==> config.mk <==
export PLATFORM = sky130hd
export DESIGN_NAME = mm2s_stream
export DESIGN_NICKNAME = d
export VERILOG_FILES = /design/src/rtl/mm2s_pkg.sv /design/src/rtl/stream_fifo2.sv /design/src/rtl/mm2s_stream.sv
export SDC_FILE = /design/constraint.sdc
export NUM_CORES = 1
export LEC_CHECK = 0
export CELL_PAD_IN_SITES_DETAIL_PLACEMENT = 0
export CELL_PAD_IN_SITES_GLOBAL_PLACEMENT = 2
export CORE_ASPECT_RATIO = 0.75
export CORE_MARGIN = 2
export CORE_UTILIZATION = 41
export DETAILED_ROUTE_END_ITERATION = 7
export DONT_BUFFER_PORTS = 1
export GPL_TIMING_DRIVEN = 0
export PLACE_DENSITY_LB_ADDON = 0.25
export SYNTH_ARGS = -nofsm -noshare
export SYNTH_HDL_FRONTEND = slang
export SYNTH_HIERARCHICAL = 1
export SYNTH_SLANG_ARGS = --single-unit
==> constraint.sdc <==
create_clock -name clk -period 9.4 [get_ports clk]
set_input_delay 1.88 -clock clk [delete_from_list [all_inputs] [get_ports clk]]
set_output_delay 1.88 -clock clk [all_outputs]
set_load 0.005 [all_outputs]
==> src/rtl/mm2s_pkg.sv <==
// Shared types for the result-matrix memory-to-stream reader.
// State encoding and skid buffer sizing live here.
package mm2s_pkg;

  typedef enum logic [1:0] {
    IDLE   = 2'd0,
    STREAM = 2'd1,
    DRAIN  = 2'd2,
    DONE   = 2'd3
  } state_t;

  localparam int BUF_DEPTH = 2;
  localparam int CNT_W     = 2;

endpackage

==> src/rtl/stream_fifo2.sv <==
// Two-entry FIFO between the memory read port and the stream output.
// Simultaneous push and pop is legal even when full.
module stream_fifo2
  import mm2s_pkg::*;
#(
  parameter int W = 8
) (
  input  logic             clk,
  input  logic             rst,
  input  logic             push,
  input  logic             pop,
  input  logic [W-1:0]     din,
  output logic [W-1:0]     dout,
  output logic             full,
  output logic             empty,
  output logic [CNT_W-1:0] count
);

  logic [W-1:0] mem [BUF_DEPTH];
  logic         wr_ptr;
  logic         rd_ptr;
  logic         do_push;
  logic         do_pop;

  assign full    = count == CNT_W'(BUF_DEPTH);
  assign empty   = count == '0;
  assign do_pop  = pop && !empty;
  assign do_push = push && (!full || do_pop);
  assign dout    = mem[rd_ptr];

  always_ff @(posedge clk) begin
    if (rst) begin
      for (int i = 0; i < BUF_DEPTH; i++)
        mem[i] <= '0;
      wr_ptr <= 1'b0;
      rd_ptr <= 1'b0;
      count  <= '0;
    end else begin
      if (do_push) begin
        mem[wr_ptr] <= din;
        wr_ptr      <= ~wr_ptr;
      end
      if (do_pop)
        rd_ptr <= ~rd_ptr;
      unique case ({do_push, do_pop})
        2'b10:   count <= count + 1'b1;
        2'b01:   count <= count - 1'b1;
        default: count <= count;
      endcase
    end
  end

endmodule

==> src/rtl/mm2s_stream.sv <==
// Streams an M1 x M3 result matrix from memory onto AXI-Stream.
// Reads are credit-limited so the 2-entry FIFO can never overflow.
module mm2s_stream
  import mm2s_pkg::*;
#(
  parameter int D_W          = 8,
  parameter int ADDR_W       = 12,
  parameter int MATRIXSIZE_W = 16
) (
  input  logic                    clk,
  input  logic                    rst,
  input  logic                    start,
  input  logic [MATRIXSIZE_W-1:0] M1,
  input  logic [MATRIXSIZE_W-1:0] M3,
  output logic                    rd_en,
  output logic [ADDR_W-1:0]       rd_addr,
  input  logic signed [D_W-1:0]   rd_data,
  output logic signed [D_W-1:0]   m_axis_mm2s_tdata,
  output logic                    m_axis_mm2s_tvalid,
  input  logic                    m_axis_mm2s_tready,
  output logic                    m_axis_mm2s_tlast,
  output logic                    busy,
  output logic                    read_done
);

  localparam int TW = 2 * MATRIXSIZE_W;
  localparam int OW = CNT_W + 1;

  state_t           state;
  state_t           nxt;
  logic [TW-1:0]    total;
  logic [TW-1:0]    rd_idx;
  logic [TW-1:0]    beat_idx;
  logic             infl;
  logic             pop;
  logic             fifo_full;
  logic             fifo_empty;
  logic [CNT_W-1:0] fifo_cnt;
  logic [OW-1:0]    occ;
  logic             headroom;
  logic             last_rd;
  logic             done_evt;

  stream_fifo2 #(
    .W (D_W)
  ) u_fifo (
    .clk   (clk),
    .rst   (rst),
    .push  (infl),
    .pop   (pop),
    .din   (rd_data),
    .dout  (m_axis_mm2s_tdata),
    .full  (fifo_full),
    .empty (fifo_empty),
    .count (fifo_cnt)
  );

  assign m_axis_mm2s_tvalid = !fifo_empty;
  assign m_axis_mm2s_tlast  = m_axis_mm2s_tvalid
                           && (beat_idx == total - 1'b1);
  assign pop     = m_axis_mm2s_tvalid && m_axis_mm2s_tready;
  assign rd_addr = rd_idx[ADDR_W-1:0];
  assign last_rd = rd_idx == total - 1'b1;

  // Occupancy after this edge's pop; a read issued now lands one edge later.
  assign occ = OW'(fifo_cnt) + OW'(infl) - OW'(pop);
  assign headroom = (!fifo_full || pop) && (occ < OW'(BUF_DEPTH));

  assign done_evt = ((state == STREAM) && (total == '0))
                 || ((state == DRAIN) && pop && m_axis_mm2s_tlast);

  always_ff @(posedge clk) begin
    if (rst) state <= IDLE;
    else     state <= nxt;
  end

  always_comb begin
    nxt = state;
    unique case (state)
      IDLE:    if (start) nxt = STREAM;
      STREAM: begin
        if (total == '0)           nxt = DONE;
        else if (rd_en && last_rd) nxt = DRAIN;
      end
      DRAIN:   if (pop && m_axis_mm2s_tlast) nxt = DONE;
      DONE:    if (!start) nxt = IDLE;
      default: nxt = IDLE;
    endcase
  end

  always_comb begin
    rd_en = 1'b0;
    busy  = state != IDLE;
    if ((state == STREAM) && (total != '0) && headroom)
      rd_en = 1'b1;
  end

  always_ff @(posedge clk) begin
    if (rst) begin
      total     <= '0;
      rd_idx    <= '0;
      beat_idx  <= '0;
      infl      <= 1'b0;
      read_done <= 1'b0;
    end else begin
      infl      <= rd_en;
      read_done <= done_evt;
      if ((state == IDLE) && start) begin
        total    <= TW'(M1) * TW'(M3);
        rd_idx   <= '0;
        beat_idx <= '0;
      end else begin
        if (rd_en) rd_idx   <= rd_idx + 1'b1;
        if (pop)   beat_idx <= beat_idx + 1'b1;
      end
    end
  end

endmodule

==> results.md, run 1 <==
- Clock Latency Late Sink: 0.44 ns
- Fin nets: 2243
- Slew Viols, Final: 0
- Clock Sinks: 121
- Clock share of power: 0.107
- Gr ovfl total: 0
- HP Class: flop to flop
- CTS Buffer Depth: 2
- Row cnt: 62
- Delay-heaviest family, CP: adder cells
- VDD IR max: 0.3780 mV
- Startpoint Class: primary input
- Initial antenna violation count: 4
- Die width: 232.0 um
- Worst Setup Path Type: primary input to flop
- First-pass GRT wire length: 76.32 mm
- Int Pwr: 0.002894 W
- CTS Buf Count: 17
- CP Depth: 22
- Dominant cells by area after synthesis: fa_1 (24%), dfxtp_1 (13%), ha_1 (8.8%), inv_1 (6.0%), nand2_1 (5.7%)
- NetSw: 0.003158 W
- WP data arrival: 8.48 ns
- Mapped Cells: 1872
- Hold-fix buffers at CTS: 0
- Register area share after synthesis: 0.1616
- Worst flop-to-flop path endpoint: rd_idx[28]$_SDFFE_PP0P_
- First-pass detailed-route iteration total: 7
- Worst R2R Start: u_fifo/count[1]$_SDFFE_PP0P_
- P_leak: 7.522 nW
- Area leader, netlist: fa_1
- Ys flop type: dfxtp_1
- Worst r2r path cells: 18
- Fill cells: 3910
- Slew at the pin with the worst max-slew slack: 1.314 ns
- Vias per cell: 5.368
- Detailed-route DRC error count: 0
- RSZ-0062 raised after global routing: no
- # IOs: 69
- Share of layout cells above drive strength 1: 0.04777
- Combinational power share: 0.787
- Final hold vios: 0
- Vias in the first global route: 13330
- RePlAce Congestion: 0.9564
- FF+latch count, synth: 121
- Sw frac: 0.5218
- Commonest cells in the netlist: inv_1 (255), nand2_1 (242), fa_1 (195), and2_1 (138), nor2_1 (121)
- Worst-path clk slew: 0.06 ns
- FF-to-FF setup slack: 4.19 ns
- Period utilization: 0.8636
- WL per Instance: 19.59 um
- Final core occ: 0.4491
- Total Wirelength: 47.36 mm
- MaxCap Viol Count: 0
- CP Capture Type: flop
- DIE AREA: 0.04058 mm2
- Flop pwr share: 0.106
- Buf/Inv on CP: 4
- Yosys cell types: 80
- Min cycle time layout: 8.118 ns
- Dpl hpwl: 39.32 mm
- Setup crit start: M1[13]
- Core region area: 0.03832 mm2
- Pwr dens: 351.7 mW/mm2
- Drt initial violations: 884
- Post-route cell area: 0.01721 mm2
- Total Routing Usage GR: 0.2466
- CTS tree: yes
- Final ANT Viol Nets: 0
- Crit path capture: total[31]$_SDFFE_PP0P_
- Post-CTS Setup Bufs: 0
- PostCTS Resize Cnt: 0
- Crit-path slowest cell: clkbuf_1
- Placed Area: 0.01663 mm2
- Largest net degree at the start of global routing: 17
- Initial core utilization: 0.4169
- Final setup viols: 0
- Data required, critical path: 9.76 ns
- P&R area growth vs syn: 7.706%
- CP most frequent cell: fa_1
- Relative slew slack: 0.1010
- Yosys top cell area share: 0.2443
- Mean post-synth cell area: 8.535 um2
- H-tree depth: 4
- Number of port buffers: 0
- Vias: 12980
- Number of synthesized flops with an enable pin: 16
- Most frequent cell after synthesis: inv_1
- Yosys warnings: 6
- Root Buffer Master: clkbuf_16
- Crit-path cells: clkbuf_1 -> nand2_1 -> fa_1 -> fa_1 -> fa_1 -> inv_1 -> fa_1 -> fa_1 -> inv_1 -> fa_1 -> inv_1 -> ha_1 -> a21o_1 -> a21oi_1 -> nor3b_1 -> o21ai_0 -> nand2_1 -> nand4b_1 -> and2_1 -> a211oi_1 -> a21oi_1 -> o31ai_1
- Synth async-reset ratio: 0
- Mapped Area: 0.01598 mm2
- Fmax: 0.1232 GHz
- DIE HEIGHT: 175.0 um
- Setup TNS: 0 ns
- Clock skew: 0.01183 ns
- Slowest stage delay, CP: 0.62 ns
- Synthesized Nets: 2223
- Status: completed
- Crit path max fanout: 10
## layout by cell type, fill, tap and decap left out, drive strengths merged, types with 6 or more instances in the layout
| cell | count |
|---|---|
| nand3 | 44 |
| and3 | 17 |
| xor2 | 60 |
| a21oi | 68 |
| ha | 112 |
| nand2 | 242 |
| mux2 | 8 |
| nand4 | 25 |
| dfxtp | 105 |
| a2111oi | 7 |
| edfxtp | 16 |
| inv | 265 |
| a31oi | 6 |
| nor2b | 9 |
| clkbuf | 84 |
| or4 | 10 |
| nand2b | 16 |
| mux2i | 6 |
| and4 | 7 |
| o21ai | 42 |
| fa | 195 |
| xnor2 | 89 |
| and2 | 138 |
| a211oi | 8 |
| nor3 | 24 |
| buf | 28 |
| nor4b | 6 |
| nor2 | 121 |
| nor4 | 22 |
| a21o | 20 |
| or3 | 13 |
| nor3b | 8 |
| o21bai | 8 |
## power groups by stage
| stage | clock network, W | logic, W | registers [W] |
|---|---|---|---|
| after floorplan | 0 | 0.00370 | 0.000632 |
| after global placement | 0 | 0.00472 | 0.000649 |
| after detailed placement | 0 | 0.00471 | 0.000651 |
| after CTS | 0.000661 | 0.00475 | 0.000639 |
| after global routing | 0.000685 | 0.00542 | 0.000647 |
| final | 0.000651 | 0.00476 | 0.000640 |
## kinds of logic after synthesis
family / Yosys count / synth area share
AO/OA/AOI/OAI: 212 / 0.08669
XOR/XNOR: 152 / 0.08590
multiplexers: 14 / 0.009397
buffers and inverters: 350 / 0.08864
adder cells (fa/ha/maj): 307 / 0.3320
flip-flops: 121 / 0.1616
AND/OR/NAND/NOR: 716 / 0.2357
## how the worst min path moves through the flow
stage	startpoint	end	slack, ns	depth (start not counted)
after global placement	u_fifo/rd_ptr$_SDFFE_PP0P_	u_fifo/rd_ptr$_SDFFE_PP0P_	0.49	2
after floorplan	beat_idx[7]$_SDFFE_PP0P_	beat_idx[7]$_SDFFE_PP0P_	0.47	2
after CTS	beat_idx[1]$_SDFFE_PP0P_	beat_idx[1]$_SDFFE_PP0P_	0.51	2
after global routing	u_fifo/rd_ptr$_SDFFE_PP0P_	u_fifo/rd_ptr$_SDFFE_PP0P_	0.55	2
after detailed placement	u_fifo/rd_ptr$_SDFFE_PP0P_	flop	0.49	2
final	u_fifo/rd_ptr$_SDFFE_PP0P_	u_fifo/rd_ptr$_SDFFE_PP0P_	0.51	2
## metal layers
metal | GRT usage | vias up | routed length [um]
li1 | - | 6084 | -
met1 | 0.3685 | 6489 | 23470
met2 | 0.3483 | 376 | 19110
met3 | 0.08453 | 31 | 4433
met4 | 0.03472 | 0 | 347
met5 | 0 | - | 0
## layout make-up
type | count | area, um2 | share of cell area
Inverter | 256 | 960.9 | 0.05584
Sequential cell | 121 | 2582 | 0.1501
Timing Repair Buffer | 1 | 7.507 | 0.0004362
Buffer | 94 | 455.4 | 0.02647
Antenna cell | 1 | 2.502 | 0.0001454
Tap cell | 512 | 640.6 | 0.03723
Multi-Input combinational cell | 1401 | 11990 | 0.6964
Clock buffer | 17 | 425.4 | 0.02472
Clock inverter | 15 | 148.9 | 0.008652
## per-stage QoR
step	total power, W	hold WS (ns)	setup slack [ns]	cells
after floorplan	0.004328	0.4721	1.886	1872
after global placement	0.005368	0.4858	0.9389	2384
after detailed placement	0.005356	0.4948	0.9117	2385
after CTS	0.006046	0.5117	1.339	2417
after global routing	0.006747	0.5528	0.9172	2418
final	0.006052	0.5090	1.282	2418
## worst reg2reg max path, stage by stage, from the launching register on
cell and delay, ns:
dfxtp_1 0.35, buf_6 0.15, nor2_1 0.10, nand2b_1 0.42, clkinv_1 0.64, ha_1 0.49, nand2b_1 0.16, fa_1 0.39
xor2_1 0.17, a21oi_1 0.11, nand2_1 0.16, inv_1 0.08, nand4_1 0.34, nor3b_1 0.62, and3_1 0.25, clkbuf_1 0.29
nand3_1 0.15, xor2_1 0.15, nor2_1 0.05
## sequential cells by signal (all words and copies together) (netlist names), named ones only
| register | flops |
|---|---|
| u_fifo/wr_ptr | 1 |
| rd_idx | 32 |
| read_done | 1 |
| u_fifo/count | 2 |
| infl | 1 |
| state | 2 |
| total | 32 |
| beat_idx | 32 |
| u_fifo/mem | 16 |
| u_fifo/rd_ptr | 1 |
Power figures use the tool's default switching activity.
==> run 2: changes to the inputs <==
--- a/config.mk
+++ b/config.mk
@@ -14,6 +14,7 @@
 export DONT_BUFFER_PORTS = 1
 export GPL_TIMING_DRIVEN = 0
 export PLACE_DENSITY_LB_ADDON = 0.25
+export RECOVER_POWER = 100
 export SYNTH_ARGS = -nofsm -noshare
 export SYNTH_HDL_FRONTEND = slang
 export SYNTH_HIERARCHICAL = 1
==> results.md, run 2 (synthesis results as in run 1) <==
- Status: complete, but fails checks
- Failing checks: max-capacitance violations, max-slew violations
- Gr ovfl total: 0
- Initial antenna violation count: 4
- Final setup viols: 0
- First-pass detailed-route iteration total: 5
- Setup TNS: 0 ns
- Slew at the pin with the worst max-slew slack: 1.680 ns
- VDD IR max: 0.3785 mV
- Commonest non-fill, non-tap cells in the layout: inv_1 (255), nand2_1 (242), fa_1 (195), nor2_1 (121), and2_1 (118)
- Row cnt: 62
- Startpoint Class: primary input
- MaxCap Viol Count: 1
- CTS Buffer Depth: 2
- Regs by FF count: beat_idx: 32 flops, rd_idx: 32 flops, total: 32 flops
- Pwr dens: 352.0 mW/mm2
- Core region area: 0.03832 mm2
- Fin nets: 2243
- Relative slew slack: -0.1301
- Clock Sinks: 121
- Dpl hpwl: 39.32 mm
- Die width: 232.0 um
- CTS Buf Count: 17
- WP data arrival: 8.50 ns
- Clock Latency Late Sink: 0.44 ns
- First-pass GRT wire length: 76.32 mm
- Final hold vios: 0
- Fmax: 0.1228 GHz
- Post-CTS Setup Bufs: 0
- RSZ-0062 raised after global routing: no
- H-tree depth: 4
- DIE AREA: 0.04058 mm2
- Vias per cell: 5.372
- Detailed-route DRC error count: 0
- DIE HEIGHT: 175.0 um
- Storage cell area: 0.002582 mm2
- WL per Instance: 19.54 um
- Total Wirelength: 47.27 mm
- Number of port buffers: 0
- Multi-input logic area: 0.01191 mm2
- Share of layout cells above drive strength 1: 0.03990
- # IOs: 69
- Pre-CTS worst setup slack: 0.9117 ns
- CP Capture Type: flop
- Most common cell after layout, fill and taps aside: inv_1
- Final ANT Viol Nets: 0
- Vias in the first global route: 13330
- PostCTS Resize Cnt: 0
- Hold-fix buffers at CTS: 0
- Period utilization: 0.8666
- Data required, critical path: 9.75 ns
- Min cycle time layout: 8.146 ns
- RePlAce Congestion: 0.9564
- Root Buffer Master: clkbuf_16
- Drt initial violations: 936
- Fill cells: 3920
- Initial core utilization: 0.4169
- P&R area growth vs syn: 7.150%
- Crit path max fanout: 10
- Worst Setup Path Type: primary input to flop
- Vias: 12990
- Worst Slack Setup Final: 1.254 ns
- HP Class: flop to flop
- Slew Viols, Final: 9
- Largest net degree at the start of global routing: 17
- P_leak: 7.456 nW
- Clock skew: 0.01171 ns
- Total Routing Usage GR: 0.2466
- Hold WS: 0.5109 ns
- CTS tree: yes
- Worst-path clk slew: 0.06 ns
## run 2: changes by cell type in the layout (fill, tap and decap cells not counted), moves of 5 or more
cell | previous run | this run
and2_0 | 0 | 20
and2_1 | 138 | 118
buf_4 | 15 | 2
clkbuf_1 | 67 | 73
clkbuf_4 | 0 | 8
mux2_1 | 0 | 5
mux2_2 | 8 | 3
## run 2: final timing paths
kind,start,to,slack [ns],depth (start not counted)
setup / recovery,M1[13],total[31]$_SDFFE_PP0P_,1.25,22
hold / removal,u_fifo/rd_ptr$_SDFFE_PP0P_,u_fifo/rd_ptr$_SDFFE_PP0P_,0.51,2
setup reg to reg,total[9]$_SDFFE_PP0P_,state[0]$_SDFFE_PP0P_,3.06,11
hold reg to reg,u_fifo/rd_ptr$_SDFFE_PP0P_,u_fifo/rd_ptr$_SDFFE_PP0P_,0.51,2
## run 2: stage by stage
step           cells  power [W]  instance area (um2)  utilization
2_1_floorplan   1872   0.004328                15980            -
3_3_place_gp    2384   0.005368                16620       0.4337
3_5_place_dp    2385   0.005356                16630       0.4340
4_1_cts         2417   0.006046                17210       0.4490
5_1_grt         2418   0.006724                17120       0.4467
6_report        2419   0.006026                17120       0.4467
## run 2: layer usage
layer	global-route usage	share of wire	wire length, um	vias to the layer above
met5	0	0	0	-
met1	0.3685	0.49	23370	6483
met2	0.3483	0.40	18960	388
li1	-	-	-	6084
met4	0.03472	0.0094	444	0
met3	0.08453	0.095	4497	39
## run 2: worst max-delay path, stage by stage
cell and delay (ns):
clkbuf_1 0.62, nand2_1 0.17, fa_1 0.54, fa_1 0.52, fa_1 0.53, inv_1 0.06
fa_1 0.49, fa_1 0.49, inv_1 0.04, fa_1 0.47, inv_1 0.04, ha_1 0.33
a21o_1 0.21, a21oi_1 0.20, nor3b_1 0.19, o21ai_0 0.11, nand2_1 0.19, nand4b_1 0.20
and2_0 0.20, a211oi_1 0.60, a21oi_1 0.16, o31ai_1 0.23
## run 2: report_power, final
group          switching, W  internal, W  leakage (nW)  total (W)
clock network      0.000296     0.000352         0.278   0.000648
registers         0.0000495     0.000587          1.02   0.000637
logic               0.00280      0.00194          6.16    0.00474
## run 2: area by class of cell
class	instances	share of cell area
inverters	256	0.05613
flip-flops and latches	121	0.1508
diodes	2	0.0002923
clock inverters	15	0.008697
repair buffers	1	0.0002192
multi-input cells	1401	0.6958
plain buffers	94	0.02573
well taps	512	0.03742
clock buffers	17	0.02485
==> run 3: changes to the inputs <==
--- a/config.mk
+++ b/config.mk
@@ -8,7 +8,6 @@
 export CELL_PAD_IN_SITES_DETAIL_PLACEMENT = 0
 export CELL_PAD_IN_SITES_GLOBAL_PLACEMENT = 2
 export CORE_ASPECT_RATIO = 0.75
-export CORE_MARGIN = 2
 export CORE_UTILIZATION = 41
 export DETAILED_ROUTE_END_ITERATION = 7
 export DONT_BUFFER_PORTS = 1
==> results.md, run 3 (synthesis results as in run 1) <==
- Hold-fix buffers at CTS: 0
- Vias: 13050
- Drt initial violations: 958
- Total Routing Usage GR: 0.2503
- Delay-heaviest family, CP: adder cells
- Initial antenna violation count: 9
- Post-CTS Setup Bufs: 0
- Final ANT Viol Nets: 0
- Final core occ: 0.4474
- Die width: 230.0 um
- Fin nets: 2243
- RePlAce Congestion: 0.9190
- First-pass detailed-route iteration total: 5
- Worst R2R Start: total[9]$_SDFFE_PP0P_
- Clock skew: 0.006418 ns
- Period utilization: 0.8617
- Data required, critical path: 9.76 ns
- Startpoint Class: primary input
- Setup crit start: M1[7]
- CTS Buf Count: 17
- # IOs: 69
- Number of port buffers: 0
- CP Capture Type: flop
- CTS Buffer Depth: 2
- Slew at the pin with the worst max-slew slack: 1.575 ns
- Slew Viols, Final: 9
- Fmax: 0.1235 GHz
- RSZ-0062 raised after global routing: no
- HP Class: flop to flop
- Crit-path slowest cell: fa_1
- CTS tree: yes
- Final hold vios: 0
- First-pass GRT wire length: 76.07 mm
- Core region area: 0.03832 mm2
- Crit-path cells: clkbuf_1 -> nand2_1 -> fa_1 -> inv_1 -> fa_1 -> inv_1 -> fa_1 -> inv_1 -> fa_1 -> fa_1 -> inv_1 -> fa_1 -> inv_1 -> ha_1 -> a21o_1 -> a21oi_1 -> nor3b_1 -> o21ai_0 -> nand2_1 -> nand4b_1 -> and2_0 -> a211oi_1 -> a21oi_1 -> o31ai_1
- Crit path max fanout: 10
- Failing checks: max-capacitance violations, max-slew violations
- Fill cells: 3982
- Hold_sp: u_fifo/rd_ptr$_SDFFE_PP0P_
- P_leak: 7.473 nW
- DIE AREA: 0.03977 mm2
- Slowest stage delay, CP: 0.58 ns
- Most common cell after layout, fill and taps aside: inv_1
- Root Buffer Master: clkbuf_16
- Final setup viols: 0
- VDD IR max: 0.3226 mV
- Pwr dens: 354.6 mW/mm2
- Vias in the first global route: 13410
- Clock Latency Late Sink: 0.44 ns
- Worst-path clk slew: 0.06 ns
- Dpl hpwl: 39.50 mm
- P&R area growth vs syn: 7.298%
- H-tree depth: 4
- Min cycle time layout: 8.100 ns
- Share of layout cells above drive strength 1: 0.03832
- Row cnt: 62
- Commonest non-fill, non-tap cells in the layout: inv_1 (255), nand2_1 (242), fa_1 (195), nor2_1 (121), and2_1 (120)
- MaxCap Viol Count: 1
- Largest net degree at the start of global routing: 17
- Buf/Inv on CP: 6
- Worst Setup Path Type: primary input to flop
- DIE HEIGHT: 173.0 um
- WP data arrival: 8.46 ns
- Relative slew slack: -0.05969
- WL per Instance: 19.75 um
- Initial core utilization: 0.4169
- PostCTS Resize Cnt: 0
- CP most frequent cell: fa_1
- Status: complete, but fails checks
- Clock Sinks: 121
- Hold WS: 0.5102 ns
- Setup TNS: 0 ns
- Total Wirelength: 47.80 mm
- Gr ovfl total: 0
- Regs by FF count: beat_idx: 32 flops, rd_idx: 32 flops, total: 32 flops
- Vias per cell: 5.391
- Detailed-route DRC error count: 0
==> run 3: changes by cell type in the layout (fill, tap and decap cells not counted), sizes merged <==
cell | before | now
diode | 2 | 3
bufinv | 0 | 2
clkinvlp | 2 | 1
inv | 265 | 264
==> run 3: path summary, 6_finish.rpt <==
kind              cells after the start  slack [ns]                          to
hold / removal                        2        0.51  u_fifo/rd_ptr$_SDFFE_PP0P_
setup reg to reg                     11        2.91       state[0]$_SDFFE_PP0P_
setup / recovery                     24        1.30      total[31]$_SDFFE_PP0P_
hold reg to reg                       2        0.51  u_fifo/rd_ptr$_SDFFE_PP0P_
==> run 3: power by group <==
part | total (W) | internal (W) | leakage [nW] | switching, W
registers | 0.000636 | 0.000588 | 1.02 | 0.0000479
logic | 0.00476 | 0.00195 | 6.16 | 0.00281
clock network | 0.000684 | 0.000401 | 0.296 | 0.000283
total | 0.00608 | 0.00294 | 7.47 | 0.00314
==> run 3: worst register-to-register path, stage by stage, from the launching register on <==
cell       delay [ns]
dfxtp_1          0.29
clkbuf_1         0.23
nor4_1           1.24
nand4_1          0.87
nor3_1           0.76
o221ai_1         0.32
a2111oi_0        0.69
nand4_1          0.27
nor4_1           1.01
o22ai_2          0.26
nor4b_2          0.32
a211oi_2         0.08
==> run 3: layout make-up <==
cell class	count	area (um2)	area share
clock inverter	15	180.2	0.01051
clock buffer	17	425.4	0.02481
antenna	3	7.507	0.0004379
sequential	121	2582	0.1506
multi-input combinational	1401	11910	0.6945
inverter	256	960.9	0.05605
timing repair buffer	1	3.754	0.0002189
buffer	94	436.7	0.02547
tap	512	640.6	0.03737
==> run 3: stage by stage <==
stage          setup WS [ns]  std cells  total power, W  area, um2
2_1_floorplan          1.886       1872        0.004328      15980
3_3_place_gp          0.9551       2384        0.005376      16620
3_5_place_dp          0.9280       2385        0.005373      16630
4_1_cts                1.354       2417        0.006097      17240
5_1_grt               0.9074       2417        0.006759      17140
6_report               1.300       2420        0.006080      17140
==> run 3: layer usage <==
metal,up-vias,global-route usage,wire (um)
met1,6568,0.3787,23880
met3,29,0.06778,4165
met4,2,0.04249,316
met2,353,0.3563,19430
li1,6094,-,-
met5,-,0,13
